## config.mk

```make
export PLATFORM = sky130hd
export DESIGN_NAME = order_arbiter
export DESIGN_NICKNAME = d
export VERILOG_FILES = /design/src/rtl/trade_pkg.sv /design/src/rtl/order_arbiter_rr_pick.sv /design/src/rtl/order_arbiter.sv
export SDC_FILE = /design/constraint.sdc
export NUM_CORES = 1
export LEC_CHECK = 0
export ABC_AREA = 1
export BUFFER_PORTS_ARGS = -buffer_cell sky130_fd_sc_hd__buf_2
export CELL_PAD_IN_SITES_DETAIL_PLACEMENT = 1
export CELL_PAD_IN_SITES_GLOBAL_PLACEMENT = 1
export CORE_UTILIZATION = 35
export CTS_CLUSTER_SIZE = 30
export DETAILED_ROUTE_END_ITERATION = 8
export GPL_TIMING_DRIVEN = 0
export PLACE_DENSITY_LB_ADDON = 0.1
export REMOVE_ABC_BUFFERS = 1
export SLEW_MARGIN = 0
export SYNTH_ARGS = -nofsm -noshare
export SYNTH_HDL_FRONTEND = slang
export SYNTH_SLANG_ARGS = --single-unit
```

## constraint.sdc

```tcl
create_clock -name clk -period 6.2 [get_ports clk]
set_input_delay 0.62 -clock clk [delete_from_list [all_inputs] [get_ports clk]]
set_output_delay 0.62 -clock clk [all_outputs]
set_load 0.02 [all_outputs]
```

## src/rtl/trade_pkg.sv

```systemverilog
// Shared definitions for the order-entry path: session states, tally width
// and the order payload width agreed with the matching engine.
package trade_pkg;

  typedef enum logic [1:0] {
    ST_IDLE   = 2'd0,
    ST_ARB    = 2'd1,
    ST_SEND   = 2'd2,
    ST_HALTED = 2'd3
  } state_t;

  localparam int                 COUNT_W     = 8;
  localparam logic [COUNT_W-1:0] COUNT_MAX   = 8'd255;
  localparam int                 ORDER_W_DEF = 32;

endpackage

```

## src/rtl/order_arbiter_rr_pick.sv

```systemverilog
// Combinational round-robin picker: the search starts one past last_grant
// and wraps, so the most recently served source has the lowest priority.
module rr_pick #(
  parameter int NUM_REQ = 4,
  parameter int SRC_W   = 2
) (
  input  logic [NUM_REQ-1:0] req,
  input  logic [SRC_W-1:0]   last_grant,
  output logic [SRC_W-1:0]   winner,
  output logic               found
);

  int              idx;
  logic [SRC_W-1:0] pos;

  // Walk the sources in rotated order and keep the first requester seen
  always_comb begin
    winner = '0;
    found  = 1'b0;
    idx    = 0;
    pos    = '0;
    for (int i = 1; i <= NUM_REQ; i++) begin
      idx = (int'(last_grant) + i) % NUM_REQ;
      pos = SRC_W'(idx);
      if (!found && req[pos]) begin
        found  = 1'b1;
        winner = pos;
      end
    end
  end

endmodule

```

## src/rtl/order_arbiter.sv

```systemverilog
// Session sequencer and round-robin arbiter feeding the single matching
// engine port. Holds one order at a time and keeps saturating per-source
// tallies of orders the engine accepted.
module order_arbiter
  import trade_pkg::*;
#(
  parameter int NUM_REQ = 4,
  parameter int ORDER_W = ORDER_W_DEF,
  parameter int SRC_W   = 2
) (
  input  logic                       clk,
  input  logic                       reset,
  input  logic                       session_start,
  input  logic                       halt_in,
  input  logic [NUM_REQ-1:0]         req_valid,
  input  logic [NUM_REQ*ORDER_W-1:0] req_order,
  output logic [NUM_REQ-1:0]         req_ready,
  output logic                       eng_valid,
  output logic [ORDER_W-1:0]         eng_order,
  output logic [SRC_W-1:0]           eng_src,
  input  logic                       eng_ready,
  output logic                       enable_count,
  output logic [NUM_REQ*COUNT_W-1:0] accepted_count,
  output logic [1:0]                 state
);

  state_t             cur_st;
  state_t             nxt_st;
  logic [SRC_W-1:0]   last_grant;
  logic [SRC_W-1:0]   pick_idx;
  logic               pick_found;
  logic               grant;
  logic               handshake;
  logic [COUNT_W-1:0] cnt [NUM_REQ];

  function automatic logic [COUNT_W-1:0] sat_inc(input logic [COUNT_W-1:0] v);
    return (v == COUNT_MAX) ? v : v + 1'b1;
  endfunction

  rr_pick #(
    .NUM_REQ (NUM_REQ),
    .SRC_W   (SRC_W)
  ) u_pick (
    .req        (req_valid),
    .last_grant (last_grant),
    .winner     (pick_idx),
    .found      (pick_found)
  );

  // Halt beats any pending request; reset suppresses the accept strobe
  assign grant     = (cur_st == ST_ARB) && !halt_in && pick_found && !reset;
  assign handshake = (cur_st == ST_SEND) && eng_ready;
  assign state     = cur_st;

  // State register
  always_ff @(posedge clk) begin
    if (reset) cur_st <= ST_IDLE;
    else       cur_st <= nxt_st;
  end

  // Next-state logic; HALTED is absorbing until reset
  always_comb begin
    nxt_st = cur_st;
    case (cur_st)
      ST_IDLE: if (session_start) nxt_st = ST_ARB;
      ST_ARB: begin
        if (halt_in)         nxt_st = ST_HALTED;
        else if (pick_found) nxt_st = ST_SEND;
      end
      ST_SEND: if (eng_ready) nxt_st = halt_in ? ST_HALTED : ST_ARB;
      default: nxt_st = ST_HALTED;
    endcase
  end

  // Output logic: one-hot accept strobe to the winner, only during ARB
  always_comb begin
    req_ready = '0;
    if (grant) req_ready[pick_idx] = 1'b1;
  end

  // Engine-side holding register and round-robin pointer
  always_ff @(posedge clk) begin
    if (reset) begin
      eng_valid    <= 1'b0;
      eng_order    <= '0;
      eng_src      <= '0;
      last_grant   <= SRC_W'(NUM_REQ - 1);
      enable_count <= 1'b0;
    end else begin
      if (grant) begin
        eng_valid <= 1'b1;
        eng_order <= req_order[int'(pick_idx)*ORDER_W +: ORDER_W];
        eng_src   <= pick_idx;
      end else if (handshake) begin
        eng_valid  <= 1'b0;
        last_grant <= eng_src;
      end
      enable_count <= (nxt_st == ST_ARB) || (nxt_st == ST_SEND);
    end
  end

  // Saturating tally of engine-accepted orders per source
  always_ff @(posedge clk) begin
    if (reset) begin
      for (int i = 0; i < NUM_REQ; i++) cnt[i] <= '0;
    end else if (handshake) begin
      cnt[eng_src] <= sat_inc(cnt[eng_src]);
    end
  end

  for (genvar g = 0; g < NUM_REQ; g++) begin : g_flat
    assign accepted_count[g*COUNT_W +: COUNT_W] = cnt[g];
  end

endmodule

```

Word level (Yosys, flattened, before mapping):

Memory sizes are Yosys's and may differ from the RTL's. A register that Yosys moved wholly into a read port is not among the register bits.
Cells that the tools add are included.
W data, S select, Z words.

* output and inout port bits: 74
* RAM bits: 32
* logic and storage cells: 81
* register bits: 40
* memories: 1

* $add $sub $neg: 5
* bitwise gates (word level): 1
* equal/unequal tests: 5
* $lt $le $gt $ge: 6
* shift-type cells: 1
* reduce and logical (&&, ||, !) cells: 18
* multiplexer cells: 38

Memories
* cnt: depth 4, bits a word 8, rd ports 5, clocked after Yosys merged registers in 1, wr ports 4, RTL line order_arbiter.sv:34 `logic [COUNT_W-1:0] cnt [NUM_REQ];`

Operator list (number)
* $shiftx A128 B8 Y32: 1
* $mux W2: 12
* $mux W1: 17
* $mux W8: 2
* $lt A2 B3 Y1 const B: 5
* $add A8 B1 Y8 const B: 1
* $bmux W1 S2: 4
* $eq A8 B8 Y1 const B: 1
* $logic_and A1 B1 Y1: 8
* $reduce_or A8 Y1: 1
* $pmux W2 S3: 1
* $logic_not A1 Y1: 5
* $add A2 B1 Y2 const B: 2
* $add A2 B2 Y2 const B: 2
* $eq A2 B1 Y1 const B: 2
* $eq A2 B2 Y1 const B: 2
* $mux W4: 1
* $demux W1 S2: 1
* $ge A2 B1 Y1 const B: 1
* $logic_not A2 Y1: 1
* $reduce_and A2 Y1: 1
* $reduce_bool A2 Y1: 1
* $logic_or A1 B1 Y1: 1
* $not A1 Y1: 1

Depth between registers and ports, before layout:

* depth in word-level cells: 18
* gate-level depth with buffers: 16
* gate-level depth less buffers: 13

Hierarchy:

Synthesis repeated with hierarchy kept, for this count alone.

* cell total of the unflattened synthesis: 637
* area, all modules: 4443.0 sq um

Modules (own cells, without submodules)
* order_arbiter: seq. area each 1801.7 sq um, times used 1, cells each 585, area each 4171.5 sq um
* rr_pick: seq. area each 0.0 sq um, times used 1, cells each 52, area each 271.5 sq um

Worst setup path after synthesis:

Ideal clock, no wire load.

* kind: input -> output
* start: input req_valid[3]
* end: output req_ready[0]
* cell stages on the path: 10
* path slack: 3.577 ns
* path buffers: 1
* arrival time: 2.003 ns
* path through: inv_1 -> nand2_1 -> nand2_1 -> nor2_2 -> nor2_1 -> nand3_4 -> nand3_2 -> buf_2 -> inv_1 -> nor3_1

* cells in the longest elaborated chain, start to end: 17
* elaborated cells between the ends (all ways): 30
* those cells by class: order compare (2); mux (19); reduce/logical (9)

Ends and longest elaborated chain
* start, declared: RTL line order_arbiter.sv:15 `input logic [NUM_REQ-1:0] req_valid,`
* $bmux W1 S2: RTL line order_arbiter_rr_pick.sv:25 `if (!found && req[pos]) begin`
* $mux W1 (implied by the code): RTL line order_arbiter_rr_pick.sv:25
* $mux W1: RTL line order_arbiter_rr_pick.sv:25
* $logic_not A1 Y1: RTL line order_arbiter_rr_pick.sv:25
* $logic_and A1 B1 Y1: RTL line order_arbiter_rr_pick.sv:25
* $mux W1: RTL line order_arbiter_rr_pick.sv:25
* $logic_not A1 Y1: RTL line order_arbiter_rr_pick.sv:25
* $logic_and A1 B1 Y1: RTL line order_arbiter_rr_pick.sv:25
* $mux W1: RTL line order_arbiter_rr_pick.sv:25
* $logic_not A1 Y1: RTL line order_arbiter_rr_pick.sv:25
* $logic_and A1 B1 Y1: RTL line order_arbiter_rr_pick.sv:25
* $mux W2: RTL line order_arbiter_rr_pick.sv:25
* $lt A2 B3 Y1 (implied by the code) / $ge A2 B1 Y1 (equally long branches): RTL line order_arbiter.sv:78 `if (grant) req_ready[pick_idx] = 1'b1;`
* $logic_and A1 B1 Y1 (implied by the code): RTL line order_arbiter.sv:78
* $mux W1 (implied by the code): RTL line order_arbiter.sv:78
* $demux W1 S2: RTL line order_arbiter.sv:78
* $mux W4 *: RTL line order_arbiter.sv:78
* end, declared: RTL line order_arbiter.sv:17 `output logic [NUM_REQ-1:0] req_ready,`

Every way passes the cells marked *; elsewhere a longest branch is shown, timed or not. The select of a mux whose other input is x is not followed.

Worst setup path after layout:

* start: register last_grant[0]
* end: output req_ready[0]

* cells in the longest elaborated chain, start to end: 18
* elaborated cells between the ends (all ways): 34
* those cells by class: add/sub (4); order compare (2); mux (19); reduce/logical (9)

Ends and longest elaborated chain
* start, declared: RTL line order_arbiter.sv:29 `logic [SRC_W-1:0] last_grant;`
* start signal, assigned: RTL line order_arbiter.sv:87 `last_grant <= SRC_W'(NUM_REQ - 1);`
* start signal, assigned: RTL line order_arbiter.sv:96 `last_grant <= eng_src;`
* $add A2 B1 Y2: RTL line order_arbiter_rr_pick.sv:23 `idx = (int'(last_grant) + i) % NUM_REQ;`
* $bmux W1 S2: RTL line order_arbiter_rr_pick.sv:25
* $mux W1 (implied by the code): RTL line order_arbiter_rr_pick.sv:25
* $mux W1: RTL line order_arbiter_rr_pick.sv:25
* $logic_not A1 Y1: RTL line order_arbiter_rr_pick.sv:25
* $logic_and A1 B1 Y1: RTL line order_arbiter_rr_pick.sv:25
* $mux W1: RTL line order_arbiter_rr_pick.sv:25
* $logic_not A1 Y1: RTL line order_arbiter_rr_pick.sv:25
* (+2 left out)
* $logic_not A1 Y1: RTL line order_arbiter_rr_pick.sv:25
* $logic_and A1 B1 Y1: RTL line order_arbiter_rr_pick.sv:25
* $mux W2: RTL line order_arbiter_rr_pick.sv:25
* $lt A2 B3 Y1 (implied by the code) / $ge A2 B1 Y1 (equally long branches): RTL line order_arbiter.sv:78
* $logic_and A1 B1 Y1 (implied by the code): RTL line order_arbiter.sv:78
* $mux W1 (implied by the code): RTL line order_arbiter.sv:78
* $demux W1 S2: RTL line order_arbiter.sv:78
* $mux W4 *: RTL line order_arbiter.sv:78

Marked as above.

==> impl_summary.md <==
Worst setup path
The worst setup path is captured at a primary output. In this design, the critical path's most frequently occurring cell is sky130_fd_sc_hd__nand2_1. The worst setup path is launched from a flop. The worst register-to-register path ends at eng_order[30].

The critical path in this run is classified as reg2out. The length in cells of the worst reg-to-reg path is 11. The register-to-register path setup slack is 2.89 ns.

Walking the worst path, the cells encountered are inv_6, nand2_1, nand2_1, nor2_2, nor2_1, nand3_4, nand3_2, nor2_4, inv_1, nor3_1, buf_2. The cell with the largest stage delay on the worst path is sky130_fd_sc_hd__nor2_4. The critical register-to-register path startpoint is last_grant[0]. The arrival time of data at the critical path endpoint is ~3.7 ns.

Data on the critical path is required at its endpoint by 5.58 ns. In this design, the stage delay of the slowest critical-path cell is 0.72 ns. Of all nets on the critical path, the largest fanout is 68.

Yosys
The post-synthesis simple-gate area fraction is 47.0%. For this run, asynchronously set or reset flops after synthesis account for 0%. Among all flip-flop cells after synthesis, the most frequent one is sky130_fd_sc_hd__dfxtp_1.

Synthesis inferred 74 register bits. The commonest cells after synthesis are 202 x sky130_fd_sc_hd__nand2_1, 117 x sky130_fd_sc_hd__nand3_1, 66 x sky130_fd_sc_hd__nand4_1. The share of the Yosys chip area taken by registers is 38.8%. The most area-hungry cell type in the Yosys netlist is sky130_fd_sc_hd__edfxtp_1. The post-synthesis mux area share is 0%.

Of the total synthesized cell area, the portion taken by XOR and XNOR cells is less than 1%. The most instantiated library cell after synthesis is sky130_fd_sc_hd__nand2_1. The adder-cell share of the synthesized area is 0.269%. Synthesis handed over a netlist of 656 instances.

Summed over its instances, the top area cell type makes up 20.7% of the synthesized netlist area. The cell area that synthesis handed to floorplanning was 4650 um^2. The complex-gate fraction of the synthesized area is 2.99%. The number of flops mapped to enable cells by yosys is 32. By area, the combinational part of the netlist is dominated by simple AND/OR/NAND/NOR gates. A synthesized cell averages just over 7 um^2. The Yosys step of the flow raised 0 warnings. The post-synthesis cell type count is 37. By area the synthesized netlist is led by sky130_fd_sc_hd__edfxtp_1 21%, sky130_fd_sc_hd__dfxtp_1 18%, sky130_fd_sc_hd__nand2_1 16%.

Global route
The via count of the first global-routing pass is 5400. After global routing the overflow that remains totals 0. The maximum number of pins on one net before global-route repair is 69. The global-route wire length before repair is 26.0 mm. Global routing consumed, over all layers together, 24.8% of the routing resources. The number of antenna violations at the first check in global routing is 1.

Floorplanning
Once the floorplan was initialized, standard cells occupied a little over a third of the core. Pin placement for this block handled between 200 and 250 I/O pins. The number of placement rows is 41. The y dimension of the die is 117 um. The die is 117 um wide. The floorplan core area is 12800 um^2.

The total die area is 13700 um^2.

STA
Setup repair after global routing left no endpoint under its margin. The final number of max-transition violations is 0. Final hold analysis gives a worst-case slack of 0.452 ns.

The post-route clock skew is 0.00801 ns. The post-route clock period utilization is 69.7%. The number of setup violations in the final report is 0.

Based on the critical path, the design can be clocked at up to ~0.23 GHz. The transition time at the pin with the least slew margin is 0.867 ns. The minimum clock period after layout is 4.32 ns. Headroom to the max-slew limit came out at a little over two fifths. The setup TNS is 0 ns. The count of endpoints failing hold in the final timing report is 0.

Drt
The iteration count of the initial detailed-routing pass is 4. The via density per instance is 5.19. Dividing the detail-routed wire length by the instance count gives 16.4 um. The routed layout has 5257 vias. After detailed routing, the total wire length is 16.6 mm. The DRC violation count after routing is 0. The count of nets left with antenna violations once routing finished came out at 0. After the first detailed-routing iteration, the DRC count stood at 200.

Worst hold path
The path class of the tightest hold or removal check is reg2reg. Along the worst hold path, the cell count comes to 2. The critical hold path startpoint is eng_order[31]. The terminating pin of the worst hold path is eng_order[31].

Layout
The sequential standard cell area is 1800 um^2. The number of nets in the final layout is 973. Counting the fill cells in the layout gives 1723. Relative to the synthesized area, the layout overhead comes to 29.1%. The multi-input logic area is around 2400 um^2. The repair_antennas step left the layout with diodes totalling 0. Of the cells placed in the final design, the portion with a size suffix greater than 1 is 32.4%.

The final cell count without fillers is 1012.

Clocking
The CTS sink count is 74. For the worst-skew pair, the clock arrives at the later sink with an insertion delay of about 0.35 ns. The depth of the CTS H-tree is 3. Buffers inserted to repair hold after CTS numbered 0. Buffers inserted during clock tree synthesis total 9.

The TritonCTS clock tree is built. The buffers inserted during post-CTS setup optimization is 0. The clock-pin slew on the worst setup and hold paths is 0.06 ns. The quantity of gates resized following cts is 0. The root buffer cell is sky130_fd_sc_hd__clkbuf_16. No sink is reached through more buffers than the 2 on the longest clock path.

Place
The instance count after placement with tap cells included is 995. The count of port buffers added during placement is 210. The final RePlAce weighted congestion is 0.813. The wire-length estimate of the detail-placed layout is 12.1 mm.

Status
The flow ran to the end, and the final reports show no timing, DRC or antenna violations.

Job
Max-cap violations in this run came to 0.

Power
The leakage power of the design is a little over 0.003 uW. The worst-case IR drop observed on VDD is approximately 0.12 mV. The power per cell area is 269 nW/um^2.
sequential cells by signal (all words and copies together), names as in the netlist, named ones only:
register	flops
last_grant	2
cnt	32
eng_valid	1
state	2
enable_count	1
eng_order	32
eng_src	2
per-stage QoR:
stage	instance area (um^2)	power [uW]	utilization, %	worst slack [ns]
global route	6000	1710	47.0	1.53
global placement	5620	1070	44.0	0.375
finish	6000	1610	47.0	1.88
CTS	5980	1630	46.8	1.30
floorplan	4350	903	-	1.60
detailed placement	5680	1100	44.5	1.63
cell type report:
cell class,instances,share of cell area (%)
clock buffer,9,3.75
inverter,44,2.83
clock inverter,7,1.29
tap,172,3.58
timing repair buffer,213,18.5
multi-input combinational,493,40.0
sequential,74,30.0
layer usage:
metal  up-vias  GRT usage, %  share of wire (%)
met5         -             0              0.078
met4         2          8.02                1.1
met3        15          7.16                6.6
met2       152          46.6                 52
met1      2517          26.6                 40
li1       2571             -                  -
power breakdown:
part           internal (uW)  leakage [uW]  total, uW  switching [uW]
Sequential               541      0.000672        564            22.7
Clock                    314      0.000142        528             215
Combinational            175       0.00226        521             346
worst max path at each step:
stage,slack [ns],startpoint,end
2_1_floorplan,1.60,req_valid[2],req_ready[1]
3_3_place_gp,0.38,req_valid[2],req_ready[1]
3_5_place_dp,1.63,req_valid[2],req_ready[0]
4_1_cts,1.30,last_grant[0],req_ready[0]
5_1_grt,1.53,last_grant[0],req_ready[1]
6_report,1.88,last_grant[0],req_ready[0]
cells in the final DEF (no fill, tap or decap), types with 4 or more instances in the layout:
| cell | netlist | final |
|---|---|---|
| sky130_fd_sc_hd__o21ai_0 | 7 | 7 |
| sky130_fd_sc_hd__buf_2 | 25 | 210 |
| sky130_fd_sc_hd__inv_2 | 6 | 6 |
| sky130_fd_sc_hd__edfxtp_1 | 32 | 32 |
| sky130_fd_sc_hd__inv_1 | 37 | 37 |
| sky130_fd_sc_hd__nand3_1 | 117 | 117 |
| sky130_fd_sc_hd__xor2_1 | 4 | 4 |
| sky130_fd_sc_hd__dfxtp_1 | 42 | 42 |
| sky130_fd_sc_hd__a21oi_1 | 7 | 7 |
| sky130_fd_sc_hd__nor2_1 | 43 | 43 |
| sky130_fd_sc_hd__nand2_2 | 16 | 17 |
| sky130_fd_sc_hd__nor2_2 | 6 | 5 |
| sky130_fd_sc_hd__nand2_1 | 202 | 201 |
| sky130_fd_sc_hd__nand4_1 | 66 | 66 |
| sky130_fd_sc_hd__clkbuf_16 | 0 | 9 |
| sky130_fd_sc_hd__nand3_2 | 5 | 4 |
logic make-up after synthesis:
kind of cell | Yosys count
AOI/OAI and AO/OA | 23
xor gates and xnor gates | 5
adders and majority gates | 1
buffers and inverters | 89
DFF | 74
and+or+nand+nor | 464
worst max-delay path: cells and delay by family (launching register included):
kind	cells	cell delay [ns]
flops	1	0.59
buf+inv	3	0.55
simple gates	8	2.22
Note: power is estimated with default switching activity, not from simulation.
